File: config.mk
export PLATFORM = sky130hd
export DESIGN_NAME = trb_in_dispatch_flat
export DESIGN_NICKNAME = d
export VERILOG_FILES = /design/src/rtl/trb_in_dispatch_if.sv /design/src/rtl/trb_in_dispatch.sv /design/src/flat_wrapper.sv
export SDC_FILE = /design/constraint.sdc
export NUM_CORES = 1
export LEC_CHECK = 0
export ABC_AREA = 1
export ABC_CLOCK_PERIOD_IN_PS = 2650
export BUFFER_PORTS_ARGS = -buffer_cell sky130_fd_sc_hd__buf_2
export CAP_MARGIN = 0
export CORE_UTILIZATION = 35
export CTS_CLUSTER_SIZE = 20
export DETAILED_ROUTE_END_ITERATION = 8
export GPL_TIMING_DRIVEN = 1
export SLEW_MARGIN = 20
export SYNTH_ARGS = -nofsm -noshare
export SYNTH_HDL_FRONTEND = slang
export SYNTH_SLANG_ARGS = --single-unit
File: constraint.sdc
create_clock -name clk -period 2.65 [get_ports clk]
set_input_delay 0.1325 -clock clk [delete_from_list [all_inputs] [get_ports clk]]
set_output_delay 0.1325 -clock clk [all_outputs]
set_load 0.005 [all_outputs]
File: src/rtl/trb_in_dispatch_if.sv
// ---------------------------------------------------------------------------
// trb_in_dispatch_if
//   Bundles the upstream byte stream and the per-core decoder-side bus of the
//   turbo input dispatcher.
//
//   Upstream stream : st_data_in, st_valid_in, st_sop_in, st_eop_in,
//                     st_ready_out
//   Core side       : trb_data_out (broadcast), trb_valid_out / trb_sop_out /
//                     trb_eop_out (one bit per core), trb_ready_in (per core)
//
//   Modports
//     slave  : the dispatcher. It consumes the stream and drives the cores.
//     master : the environment. It drives the stream and the core readies.
// ---------------------------------------------------------------------------
interface trb_in_dispatch_if #(
  parameter int NUM_TURBO = 2,
  parameter int DW        = 8
);
  logic [DW-1:0]        st_data_in;
  logic                 st_valid_in;
  logic                 st_sop_in;
  logic                 st_eop_in;
  logic                 st_ready_out;

  logic [DW-1:0]        trb_data_out;
  logic [NUM_TURBO-1:0] trb_valid_out;
  logic [NUM_TURBO-1:0] trb_sop_out;
  logic [NUM_TURBO-1:0] trb_eop_out;
  logic [NUM_TURBO-1:0] trb_ready_in;

  modport slave (
    input  st_data_in, st_valid_in, st_sop_in, st_eop_in,
    output st_ready_out,
    output trb_data_out, trb_valid_out, trb_sop_out, trb_eop_out,
    input  trb_ready_in
  );

  modport master (
    output st_data_in, st_valid_in, st_sop_in, st_eop_in,
    input  st_ready_out,
    input  trb_data_out, trb_valid_out, trb_sop_out, trb_eop_out,
    output trb_ready_in
  );
endinterface

File: src/rtl/trb_in_dispatch.sv
// ---------------------------------------------------------------------------
// trb_in_dispatch
//   Frame-level round-robin scheduler feeding the turbo decoder array. Whole
//   frames from one byte stream go to cores 0,1,...,NUM_TURBO-1,0,... in
//   strict order, so the output mux (which drains in the same order) keeps
//   frame order end to end. Framing is enforced: a stray non-sop beat
//   between frames is dropped (err_sop), a short frame is closed at its eop
//   (err_len), and a long frame gets a forced eop at FRAME_LEN beats with
//   the remainder discarded up to the upstream eop (err_len).
//
//   Ports
//     clk, rst   : clock, synchronous active-high reset
//     bus        : trb_in_dispatch_if.slave (stream in, per-core bus out)
//     cur_core   : core owning the current frame, or the next one
//     frame_cnt  : frames dispatched, wraps 0xFFFF -> 0
//     err_sop    : one-cycle pulse, sop framing error
//     err_len    : one-cycle pulse, frame length error
// ---------------------------------------------------------------------------
module trb_in_dispatch #(
  parameter int NUM_TURBO = 2,
  parameter int FRAME_LEN = 128,
  parameter int DW        = 8
) (
  input  logic                clk,
  input  logic                rst,
  trb_in_dispatch_if.slave    bus,
  output logic [3:0]          cur_core,
  output logic [15:0]         frame_cnt,
  output logic                err_sop,
  output logic                err_len
);

  localparam logic [10:0] FRAME_LEN_C = 11'(FRAME_LEN);
  localparam logic [3:0]  LAST_CORE   = 4'(NUM_TURBO - 1);

  typedef enum logic [1:0] {SEL, PASS, DROP} state_t;

  state_t               state_reg, state_next;
  logic [3:0]           core_reg, core_next;
  logic [10:0]          cnt_reg, cnt_next;
  logic [15:0]          fcnt_reg, fcnt_next;
  logic [DW-1:0]        data_reg;
  logic [NUM_TURBO-1:0] valid_reg, sop_reg, eop_reg;
  logic [NUM_TURBO-1:0] valid_next, sop_next, eop_next;
  logic                 err_sop_reg, err_sop_next;
  logic                 err_len_reg, err_len_next;

  logic [NUM_TURBO-1:0] core_onehot;
  logic                 ready_sel;
  logic                 st_ready;
  logic                 accept;
  logic                 fwd, fwd_sop, fwd_eop, frame_end;
  logic [10:0]          beat_n;

  // Decode the round-robin pointer once; every per-core signal is gated by it.
  generate
    for (genvar gi = 0; gi < NUM_TURBO; gi++) begin : g_core
      assign core_onehot[gi] = (core_reg == 4'(gi));
      assign valid_next[gi]  = fwd     & core_onehot[gi];
      assign sop_next[gi]    = fwd_sop & core_onehot[gi];
      assign eop_next[gi]    = fwd_eop & core_onehot[gi];
    end
  endgenerate

  // Only the owning core's ready matters: a stalled core stalls the stream
  // rather than being skipped, which keeps the round-robin order intact.
  assign ready_sel = |(bus.trb_ready_in & core_onehot);
  assign st_ready  = rst ? 1'b0 : ((state_reg == DROP) ? 1'b1 : ready_sel);
  assign accept    = bus.st_valid_in & st_ready;

  always_comb begin
    state_next   = state_reg;
    core_next    = core_reg;
    cnt_next     = cnt_reg;
    fcnt_next    = fcnt_reg;
    fwd          = 1'b0;
    fwd_sop      = 1'b0;
    fwd_eop      = 1'b0;
    frame_end    = 1'b0;
    err_sop_next = 1'b0;
    err_len_next = 1'b0;
    beat_n       = cnt_reg + 11'd1;

    case (state_reg)
      SEL: begin
        if (accept) begin
          if (bus.st_sop_in) begin
            fwd     = 1'b1;
            fwd_sop = 1'b1;
            beat_n  = 11'd1;
          end else begin
            err_sop_next = 1'b1;
          end
        end
      end
      PASS: begin
        if (accept) begin
          fwd = 1'b1;
          // A sop inside a frame is flagged but the beat stays ordinary data.
          if (bus.st_sop_in) err_sop_next = 1'b1;
        end
      end
      DROP: begin
        if (accept && bus.st_eop_in) state_next = SEL;
      end
      default: state_next = SEL;
    endcase

    // Completion rules shared by the first beat (SEL) and mid-frame beats.
    if (fwd) begin
      if (bus.st_eop_in) begin
        fwd_eop      = 1'b1;
        err_len_next = (beat_n != FRAME_LEN_C);
        frame_end    = 1'b1;
        state_next   = SEL;
      end else if (beat_n == FRAME_LEN_C) begin
        // Long frame: close it for the core now, swallow the rest upstream.
        fwd_eop      = 1'b1;
        err_len_next = 1'b1;
        frame_end    = 1'b1;
        state_next   = DROP;
      end else begin
        cnt_next   = beat_n;
        state_next = PASS;
      end
    end

    if (frame_end) begin
      cnt_next  = 11'd0;
      core_next = (core_reg == LAST_CORE) ? 4'd0 : core_reg + 4'd1;
      fcnt_next = fcnt_reg + 16'd1;
    end
  end

  always_ff @(posedge clk) begin
    if (rst) begin
      state_reg   <= SEL;
      core_reg    <= 4'd0;
      cnt_reg     <= 11'd0;
      fcnt_reg    <= 16'd0;
      data_reg    <= '0;
      valid_reg   <= '0;
      sop_reg     <= '0;
      eop_reg     <= '0;
      err_sop_reg <= 1'b0;
      err_len_reg <= 1'b0;
    end else begin
      state_reg   <= state_next;
      core_reg    <= core_next;
      cnt_reg     <= cnt_next;
      fcnt_reg    <= fcnt_next;
      if (fwd) data_reg <= bus.st_data_in;
      valid_reg   <= valid_next;
      sop_reg     <= sop_next;
      eop_reg     <= eop_next;
      err_sop_reg <= err_sop_next;
      err_len_reg <= err_len_next;
    end
  end

  assign bus.st_ready_out  = st_ready;
  assign bus.trb_data_out  = data_reg;
  assign bus.trb_valid_out = valid_reg;
  assign bus.trb_sop_out   = sop_reg;
  assign bus.trb_eop_out   = eop_reg;
  assign cur_core          = core_reg;
  assign frame_cnt         = fcnt_reg;
  assign err_sop           = err_sop_reg;
  assign err_len           = err_len_reg;

endmodule

File: src/flat_wrapper.sv
// flat-port wrapper written by rule: the top's interface ports become plain ports
module trb_in_dispatch_flat 
#(
  parameter int NUM_TURBO = 2,
  parameter int FRAME_LEN = 128,
  parameter int DW        = 8
)
  (clk, rst, cur_core, frame_cnt, err_sop, err_len, bus_st_data_in, bus_st_valid_in, bus_st_sop_in, bus_st_eop_in, bus_st_ready_out, bus_trb_data_out, bus_trb_valid_out, bus_trb_sop_out, bus_trb_eop_out, bus_trb_ready_in);
  trb_in_dispatch_if #(.NUM_TURBO(NUM_TURBO), .DW(DW)) bus_i ();
  input  logic clk;
  input  logic rst;
  output logic [3:0] cur_core;
  output logic [15:0] frame_cnt;
  output logic err_sop;
  output logic err_len;
  input wire logic [$bits(bus_i.st_data_in)-1:0] bus_st_data_in;
  input wire logic [$bits(bus_i.st_valid_in)-1:0] bus_st_valid_in;
  input wire logic [$bits(bus_i.st_sop_in)-1:0] bus_st_sop_in;
  input wire logic [$bits(bus_i.st_eop_in)-1:0] bus_st_eop_in;
  output wire logic [$bits(bus_i.st_ready_out)-1:0] bus_st_ready_out;
  output wire logic [$bits(bus_i.trb_data_out)-1:0] bus_trb_data_out;
  output wire logic [$bits(bus_i.trb_valid_out)-1:0] bus_trb_valid_out;
  output wire logic [$bits(bus_i.trb_sop_out)-1:0] bus_trb_sop_out;
  output wire logic [$bits(bus_i.trb_eop_out)-1:0] bus_trb_eop_out;
  input wire logic [$bits(bus_i.trb_ready_in)-1:0] bus_trb_ready_in;
  assign bus_i.st_data_in = bus_st_data_in;
  assign bus_i.st_valid_in = bus_st_valid_in;
  assign bus_i.st_sop_in = bus_st_sop_in;
  assign bus_i.st_eop_in = bus_st_eop_in;
  assign bus_st_ready_out = bus_i.st_ready_out;
  assign bus_trb_data_out = bus_i.trb_data_out;
  assign bus_trb_valid_out = bus_i.trb_valid_out;
  assign bus_trb_sop_out = bus_i.trb_sop_out;
  assign bus_trb_eop_out = bus_i.trb_eop_out;
  assign bus_i.trb_ready_in = bus_trb_ready_in;
  trb_in_dispatch #(.NUM_TURBO(NUM_TURBO), .FRAME_LEN(FRAME_LEN), .DW(DW)) u_core (.clk(clk), .rst(rst), .bus(bus_i), .cur_core(cur_core), .frame_cnt(frame_cnt), .err_sop(err_sop), .err_len(err_len));
endmodule
==> results.yml <==
placement:
  gp_congestion: 0.813
  dp_hpwl_um: 3840
  dpl_cell_area_um2: 2680
  io_buffers: 51
timing:
  rsz0062_at_grt: "no"
  timing.setup.tns_ps: 0
  finalMaxSlewViolations: 0
  worstMarginPinSlew_ps: 305
  period_minus_slack_ps: 2350
  slew_headroom_pct: 79.6
  fin_crit_sh_pct: 88.6
  setup_viol: 0
  hold_viol: 0
  finClkSkew_ps: 10.2
  fmax_ghz: 0.426
grt:
  grt_max_degree: 26
  grt_pass1_vias: 1992
  overflow: 0
  gr-usage-all-layers_pct: 15.8
  antenna_found_initial: 0
  grt_pass1_wl_um: 9140
synth:
  netlist.area_leader.share_pct: 41.5
  syn_area_um2: 2360
  synth_common_cells: "nand2_1 (82), dfxtp_1 (49), nor2_1 (44)"
  synth_area_leader_cell: "dfxtp_1"
  ys_seq_area_share_pct: 41.5
  avgSynthCellArea_um2: 7.12
  synth_edf_count: 0
  ys_ff_latch: 49
  syn_inst: 332
  ys_types: 27
  synth_area_leaders: "dfxtp_1 (42%), nand2_1 (13%), a21oi_1 (7.4%)"
  yosysMostFrequentCell: "nand2_1"
  synth_ff_type: "dfxtp_1"
  synthArstFlopShare_pct: 0
  syn-num-nets: 351
  yosysWarnings: 0
worst_setup_path:
  cp_num_buf_inv: 1
  cp_cell_sequence: "ha_1 > nand3_1 > nor2_1 > xor2_1 > nand3_1 > a21oi_1 > nand3b_1 > ha_2 > inv_1 > nand2_2 > o21ai_0 > nor2_1"
  slowest_delay_ps: 390
  cpMaxStageDelayCell: "dfxtp_1"
  endpoint_kind: "flop"
  startpoint_type: "flop"
  critPathKind: "flop to flop"
  critPathArrivalTime_ps: 2550
  path_max_fanout: 15
  worstPathRequired_ps: 2850
  critPathTopFamily: "simple AND/OR/NAND/NOR gates"
clocking:
  htree_levels: 2
  hold_buffers: 0
  cts_root_buffer: "clkbuf_8"
  clock_latency_ps: 300
  cts_sinks: 49
  clk_pin_slew_worst_paths_ps: 90
  cts_buffers: 5
  post-cts-setup-buffers: 0
  clockBufferDepth: 2
  cts_tree: "done"
die:
  fp.coreArea_um2: 6420
  num_rows: 29
  start_util_pct: 36.8
  die_w_um: 84.2
  pin_count: 52
  fp.dieArea_um2: 7090
  dieHeight_um: 84.2
drt:
  firstDrtPassIters: 7
  wirelength_um: 5240
  drt_iter0_markers: 63
  post_drt_wl_per_cell_um: 11.3
  drc: 10
  vias: 2176
  viasPerCell: 4.70
  antenna_left: 0
power:
  power_frac_comb_pct: 5.8
  ir_drop_mv: 0.192
  p_leak_nw: 1.23
  share_seq_of_total_power_pct: 54.1
  netSwitchingFraction_pct: 21.8
  internal-power_mw: 1.08
  p_sw_mw: 0.301
  p_per_area_nw_per_um2: 490
  clkPwrFrac_pct: 40.1
cells_and_area:
  syn_to_final_growth_pct: 19.1
  final_area_um2: 2820
  fin_nets: 404
  drive_above_1_share_pct: 20.2
  largest_register_ffs: 16
  antenna_cells: 0
run_status:
  status: "complete, but fails checks"
  violations: "DRC"
min_path:
  min_path_type: "primary input to flop"
job:
  max_cap_viol_count: 0
==> area by class of cell <==
cell class / count / area, µm²
fill: 670 / 3610
multi-input combinational: 237 / 1180
sequential: 49 / 981
timing repair buffer: 57 / 304
inverter: 35 / 131
tap: 77 / 96.3
clock buffer: 6 / 82.6
clock inverter: 2 / 37.5
==> worst min-delay path: cells and delay by family <==
kind | cells | cell delay (ps)
compound gates | 1 | 50
simple gates | 1 | 50
buf+inv | 1 | 90
==> timing repair <==
action / CTS / global route
gates resized for setup: 0 / 3
endpoints found under the hold margin: 0 / 0
setup endpoints to repair: 0 / 27
==> cells by family (layout without fill, tap and decap cells) <==
group	Yosys count	after routing	share of synthesized area (%)
and+or+nand+nor	171	171	31.7
DFF	49	49	41.5
AOI/OAI and AO/OA	47	47	10.2
buffers and inverters	46	100	8.95
xor gates and xnor gates	15	15	5.56
adders and majority gates	4	4	2.12
==> worst paths after layout <==
kind | start | endpoint | slack, ps | depth (start not counted)
setup reg to reg | u_core.cnt_reg[0]$_SDFFE_PP0P_ | u_core.frame_cnt[6]$_SDFFE_PP0P_ | 300 | 12
hold reg to reg | u_core.cur_core[2]$_SDFFE_PP0P_ | u_core.cur_core[2]$_SDFFE_PP0P_ | 460 | 2
hold / removal | bus_st_data_in[2] | u_core.bus.trb_data_out[2]$_SDFFE_PP0P_ | 70 | 3
setup / recovery | u_core.cnt_reg[0]$_SDFFE_PP0P_ | u_core.frame_cnt[6]$_SDFFE_PP0P_ | 300 | 12
==> routing by layer <==
metal	routed length, µm	up-vias	GRT usage, %
met1	2510	970	20.0
li1	-	1159	-
met5	0	-	0
met4	45	0	4.23
met3	212	6	3.54
met2	2470	41	27.2
==> per-stage QoR <==
| step | total power, mW | setup slack [ps] | instances | util (%) | hold WS [ps] |
|---|---|---|---|---|---|
| 3_3_place_gp | 0.842 | 210 | 455 | 41.7 | 385 |
| 2_1_floorplan | 0.813 | 494 | 332 | - | 275 |
| 4_1_cts | 1.40 | 147 | 463 | 43.6 | 57.3 |
| 6_report | 1.38 | 303 | 463 | 43.8 | 69.5 |
| 3_5_place_dp | 0.842 | 158 | 455 | 41.7 | 388 |
| 5_1_grt | 1.44 | 9.96 | 463 | 43.8 | 77.0 |
==> placed cells by master (no fill, tap or decap), types with 3 or more instances in the layout <==
cell type	synthesis	routed
nor2_1	44	44
a21oi_1	35	35
buf_4	1	5
clkbuf_8	0	6
xor2_1	12	12
xnor2_1	3	3
inv_1	32	32
nor3_1	4	4
ha_1	4	3
nand2_1	82	82
inv_2	3	3
nand3_1	30	30
dfxtp_1	49	49
o21ai_0	9	9
buf_2	4	51
==> power groups by stage <==
stage | Combinational [mW] | Clock (mW) | Sequential [mW]
6_report | 0.0795 | 0.553 | 0.747
5_1_grt | 0.0894 | 0.605 | 0.748
4_1_cts | 0.0784 | 0.578 | 0.747
3_5_place_dp | 0.0783 | 0 | 0.764
3_3_place_gp | 0.0776 | 0 | 0.764
2_1_floorplan | 0.0489 | 0 | 0.764
(Power assumes the default switching activity.)
